<file path="src/rtl/gf_interp_pkg.sv">
// Shared constants and types for the interpolator output path.
// Frame length, index width and serializer state encoding live here.
package gf_interp_pkg;

    localparam int INTERP_RATIO = 10;
    localparam int IDX_W        = 4;

    typedef enum logic {
        IDLE = 1'b0,
        RUN  = 1'b1
    } serializer_state_t;

endpackage

</file>
<file path="src/rtl/interp_serializer_10x.sv">
// Double-buffered 10:1 serializer: a shadow bank accepts the next frame while
// the active bank is shifted out one sample per clk_en_10x tick.
module interp_serializer_10x
    import gf_interp_pkg::*;
#(
    parameter int               WIDTH      = 8,
    parameter logic [WIDTH-1:0] INIT_VALUE = 8'h80
) (
    input  logic             clk,
    input  logic             reset_n,
    input  logic             clk_en_10x,
    input  logic             load,
    input  logic [WIDTH-1:0] sample_y0,
    input  logic [WIDTH-1:0] sample_y1,
    input  logic [WIDTH-1:0] sample_y2,
    input  logic [WIDTH-1:0] sample_y3,
    input  logic [WIDTH-1:0] sample_y4,
    input  logic [WIDTH-1:0] sample_y5,
    input  logic [WIDTH-1:0] sample_y6,
    input  logic [WIDTH-1:0] sample_y7,
    input  logic [WIDTH-1:0] sample_y8,
    input  logic [WIDTH-1:0] sample_y9,
    input  logic             clear_flags,
    output logic [WIDTH-1:0] sample_out,
    output logic             sample_valid,
    output logic             frame_start,
    output logic             underrun,
    output logic             overrun
);

    logic [WIDTH-1:0]  frame_in [INTERP_RATIO];
    logic [WIDTH-1:0]  shadow_q [INTERP_RATIO];
    logic [WIDTH-1:0]  active_q [INTERP_RATIO];

    serializer_state_t state_q, state_d;
    logic [IDX_W-1:0]  idx_q, idx_d;
    logic              shadow_full_q, shadow_full_d;
    logic [WIDTH-1:0]  sample_out_q, sample_out_d;
    logic              sample_valid_q, sample_valid_d;
    logic              frame_start_q, frame_start_d;
    logic              underrun_q, underrun_d;
    logic              overrun_q, overrun_d;

    logic tick_load, transfer, set_underrun, set_overrun;

    assign frame_in[0] = sample_y0;
    assign frame_in[1] = sample_y1;
    assign frame_in[2] = sample_y2;
    assign frame_in[3] = sample_y3;
    assign frame_in[4] = sample_y4;
    assign frame_in[5] = sample_y5;
    assign frame_in[6] = sample_y6;
    assign frame_in[7] = sample_y7;
    assign frame_in[8] = sample_y8;
    assign frame_in[9] = sample_y9;

    assign tick_load    = clk_en_10x && load;
    assign transfer     = clk_en_10x && shadow_full_q && ((state_q == IDLE) || (idx_q == '0));
    // A load coinciding with a transfer refills the bank just emptied, so it is not an overrun.
    assign set_overrun  = tick_load && shadow_full_q && !transfer;
    assign set_underrun = clk_en_10x && (state_q == RUN) && (idx_q == '0) && !shadow_full_q;

    // Banks carry no reset: their contents are only observed after a load/transfer.
    always_ff @(posedge clk) begin
        for (int i = 0; i < INTERP_RATIO; i++) begin
            if (tick_load) shadow_q[i] <= frame_in[i];
            if (transfer)  active_q[i] <= shadow_q[i];
        end
    end

    always_comb begin
        state_d        = state_q;
        idx_d          = idx_q;
        shadow_full_d  = shadow_full_q;
        sample_out_d   = sample_out_q;
        sample_valid_d = sample_valid_q;
        frame_start_d  = frame_start_q;
        if (clk_en_10x) begin
            shadow_full_d = load | (shadow_full_q & ~transfer);
            if (transfer) begin
                state_d        = RUN;
                idx_d          = IDX_W'(1);
                sample_out_d   = shadow_q[0];
                sample_valid_d = 1'b1;
                frame_start_d  = 1'b1;
            end else if ((state_q == RUN) && (idx_q != '0)) begin
                sample_out_d   = active_q[idx_q];
                idx_d          = (idx_q == IDX_W'(INTERP_RATIO - 1)) ? '0 : idx_q + IDX_W'(1);
                sample_valid_d = 1'b1;
                frame_start_d  = 1'b0;
            end else begin
                state_d        = IDLE;
                sample_valid_d = 1'b0;
                frame_start_d  = 1'b0;
            end
        end
        underrun_d = set_underrun | (underrun_q & ~clear_flags);
        overrun_d  = set_overrun  | (overrun_q  & ~clear_flags);
    end

    always_ff @(posedge clk or negedge reset_n) begin
        if (!reset_n) begin
            state_q        <= IDLE;
            idx_q          <= '0;
            shadow_full_q  <= 1'b0;
            sample_out_q   <= INIT_VALUE;
            sample_valid_q <= 1'b0;
            frame_start_q  <= 1'b0;
            underrun_q     <= 1'b0;
            overrun_q      <= 1'b0;
        end else begin
            state_q        <= state_d;
            idx_q          <= idx_d;
            shadow_full_q  <= shadow_full_d;
            sample_out_q   <= sample_out_d;
            sample_valid_q <= sample_valid_d;
            frame_start_q  <= frame_start_d;
            underrun_q     <= underrun_d;
            overrun_q      <= overrun_d;
        end
    end

    assign sample_out   = sample_out_q;
    assign sample_valid = sample_valid_q;
    assign frame_start  = frame_start_q;
    assign underrun     = underrun_q;
    assign overrun      = overrun_q;

endmodule
</file>
<file path="config.mk">
export PLATFORM = sky130hd
export DESIGN_NAME = interp_serializer_10x
export DESIGN_NICKNAME = d
export VERILOG_FILES = /design/src/rtl/gf_interp_pkg.sv /design/src/rtl/interp_serializer_10x.sv
export SDC_FILE = /design/constraint.sdc
export NUM_CORES = 1
export LEC_CHECK = 0
export BUFFER_PORTS_ARGS = -buffer_cell sky130_fd_sc_hd__buf_2
export CAP_MARGIN = 20
export CORE_ASPECT_RATIO = 0.8
export CORE_MARGIN = 1.5
export CORE_UTILIZATION = 50
export DETAILED_ROUTE_END_ITERATION = 10
export HOLD_SLACK_MARGIN = 0.02
export PLACE_DENSITY = 0.77
export SKIP_CTS_REPAIR_TIMING = 1
export SLEW_MARGIN = 10
export SYNTH_ARGS = -nofsm -noshare
export SYNTH_HDL_FRONTEND = slang
export SYNTH_SLANG_ARGS = --single-unit
</file>
<file path="constraint.sdc">
create_clock -name clk -period 10.4 [get_ports clk]
set_clock_uncertainty 0.05 [all_clocks]
set_input_delay 1.04 -clock clk [delete_from_list [all_inputs] [get_ports clk]]
set_output_delay 1.04 -clock clk [all_outputs]
set_load 0.1 [all_outputs]
</file>
==> metrics.md <==
| Metric | Value |
|---|---|
| Outcome | complete, no violations |
| Final setup violation count | 0 |
| TritonCTS Buffers | 17 |
| RD Place Congestion | 0.8268 |
| WHS Endpoint | active_q[4][5]$_DFFE_PP_ |
| Starting density of the core | between 50% and 60% |
| Vias | between 3000 and 4000 |
| Hold Fails Final Rpt | 0 |
| Number of synthesized flops with an enable pin | 160 |
| Clock sinks | between 150 and 200 |
| Synth Cell Area | between 0.006 and 0.007 mm2 |
| PwrDens | between 200 and 300 mW/mm2 |
| Hold Path Stages | 0 |
| I/O pins | a little under 100 |
| Full die area | approximately 0.014 mm2 |
| Crit path largest cell delay | around 0.80 ns |
| Final hold slack | 0.3672 ns |
| Critical-path cell list | inv_1 > ha_1 > nor3b_1 > o21ai_1 > clkinv_2 > buf_4 > a211oi_1 > a22o_1 |
| Mapped Nets | around 420 |
| Register area share after synthesis | 80.63% |
| Flops & latches, synth | between 150 and 200 |
| P_leak | 2.933 nW |
| DP Wirelength | 7.183 mm |
| GRT overflow | 0 |
| Die width | between 100 and 150 um |
| CTS max path bufs | 2 |
| Top cells by area, synth | edfxtp_1 (74%), dfrtp_1 (6.5%), mux2_4 (3.0%) |
| FF/Latch Area | approximately 0.0053 mm2 |
| Htree depth | 4 |
| Number of max-cap violations | 0 |
| Hold path startpoint | shadow_q[4][5]$_DFFE_PN_ |
| Dpl cells | ~590 |
| PortBufs | 96 |
| HP Class | reg2reg |
| Yosys top cell by area | edfxtp_1 |
| Synth warnings | 0 |
| CP Class | reg2reg |
| Setup crit end kind | flop |
| Fin. max-slew vios | 0 |
| Finished Cell Area | approximately 0.0077 mm2 |
| Mean post-synth cell area | 19.87 um2 |
| Post-route setup TNS | 0 ns |
| Critical Path Slowest Stage Cell | clkinv_2 |
| Post-layout min period | 3.968 ns |
| Max_slew headroom | between 30% and 40% |
| Final period utilization | between 30% and 40% |
| Row cnt | 37 |
| R2r setup slk | between 6 and 7 ns |
| Worst skew pair latency | between 0.4 and 0.5 ns |
| CTS tree | done |
| Clock transition at the registers of the reported paths | approximately 0.070 ns |
| Commonest non-fill, non-tap cell in the layout | edfxtp_1 |
| Residual DRC | 0 |
| CP arrival | about 4.3 ns |
| Distinct cells, synth | around 40 |
| Area after DPL | between 0.007 and 0.008 mm2 |
| Filler cells | slightly above 900 |
| Required @ worst endpoint | 10.70 ns |
| Worst r2r src | idx_q[1]$_DFFE_PN0P_ |
| Crit path max-delay family | buffers and inverters |
| Most frequent cells in the layout | edfxtp_1 (160), buf_2 (96), nand2_1 (25) |
| Vias in the first global route | about 3200 |
| Finished Core Util | 60.61% |
| Layout cells sized above 1 | a little over a third |
| ANT cells | 0 |
| Antenna violations before repair | 0 |
| Drt pass-1 iters | 5 |
| Buf+Inv Stages, Crit Path | 3 |
| Vias/cell | 5.207 |
| DR iter-0 viols | about 190 |
| CTS Root Cell | clkbuf_16 |
| Largest net degree at the start of global routing | 55 |
| Footprint of the multi-input gates | 0.001094 mm2 |
| DRT Wirelength | 10.89 mm |
| Die Ht | around 110 um |
| Worst-margin pin slew | 0.8946 ns |
| Routed wire per std cell | roughly 18 um |
| Setup WS pre-CTS | 6.376 ns |
| Mapped Cells | about 330 |
| Area of the core | ~0.013 mm2 |
| FF-to-FF path depth | 8 |
| Async SR Flop Fraction | approximately a tenth |
| RSZ-0062 raised after global routing | false |
| Crit-path max FO | 44 |
| Final Power | roughly 2.2 mW |
| Crit Reg-Reg Endpoint | idx_q[2]$_DFFE_PN0P_ |
| Worst vdd ir | ~0.00017 V |
| PnR worst setup slack | roughly 6.4 ns |
| Critical Path Start Type | flop |
| GRT Total Usage | between 15 and 20% |
| Detail Route Antenna Nets | 0 |
| First-pass GRT wire length | 16.70 mm |
| Post-Layout Cell Count | between 600 and 700 |
| Top cell type's share of synthesized area | about three quarters |
| Layout area overhead | 18.81% |
| Layout Nets | 520 |
| Achievable Freq | approximately 250 MHz |
| Most used DFF post-synth | edfxtp_1 |
## registers in the layout (all words and copies together) (netlist names)
name           flops
active_q          80
frame_start        1
idx_q              4
overrun            1
sample_out         8
sample_valid       1
shadow_full_q      1
shadow_q          80
state_q            1
underrun           1
## cell usage after synthesis (all sizes together), types with 2 or more instances
cell type  number
mux4            8
o221ai          7
nor2b           3
buf            10
a211o           7
inv            18
a22oi           8
a21oi           3
clkbuf          4
a221oi          7
mux2           22
o21ai           3
a22o            2
edfxtp        160
nand2          25
a211oi          3
ha              3
dfrtp          17
## cell families (layout without fill, tap and decap cells)
group           count (synthesis)  count (layout)  share of synthesized area, %
simple gates                   38              38                         2.918
flops                         178             178                         80.63
buf+inv                        32             148                         2.591
compound gates                 46              46                         5.816
mux                            31              31                         7.466
fa+ha+maj                       3               3                        0.5759
## worst reg2reg max path: stages (launching register included)
cell      delay, ns
dfrtp_1        0.72
inv_1          0.15
ha_1           0.22
nor3b_1        0.16
o21ai_1        0.73
clkinv_2       0.80
buf_4          0.57
a211oi_1       0.32
a22o_1         0.19
## layout make-up
cell class                 instances  area share, %
sequential                       178          67.88
multi-input combinational        118          14.12
timing repair buffer              99          6.494
clock buffer                      18          5.541
tap                              175          2.827
clock inverter                    13          2.229
inverter                          18         0.9047
## report_power, final
group	internal (mW)	leakage (nW)	switching [mW]
logic	0.198	0.947	0.367
registers	0.920	1.69	0.0684
clock network	0.382	0.293	0.262
total	1.50	2.93	0.697
## worst max-delay path by stage
stage / start / endpoint / slack [ns] / cells past startpoint
3_3_place_gp: clk_en_10x / idx_q[2]$_DFFE_PN0P_ / 6.57 / 7
3_5_place_dp: clk_en_10x / idx_q[2]$_DFFE_PN0P_ / 6.38 / 7
6_report: idx_q[1]$_DFFE_PN0P_ / idx_q[2]$_DFFE_PN0P_ / 6.43 / 8
2_1_floorplan: clk_en_10x / idx_q[2]$_DFFE_PN0P_ / 6.63 / 7
5_1_grt: idx_q[1]$_DFFE_PN0P_ / idx_q[2]$_DFFE_PN0P_ / 6.11 / 8
4_1_cts: idx_q[1]$_DFFE_PN0P_ / idx_q[2]$_DFFE_PN0P_ / 6.41 / 8
## layer usage
layer	GRT usage (%)	vias up	routed length (um)
met1	23.42	1555	4796
met3	5.428	15	731
met2	25.68	145	5184
met4	6.044	0	180
met5	0	-	0
li1	-	1508	-
Power figures use the tool's default switching activity.
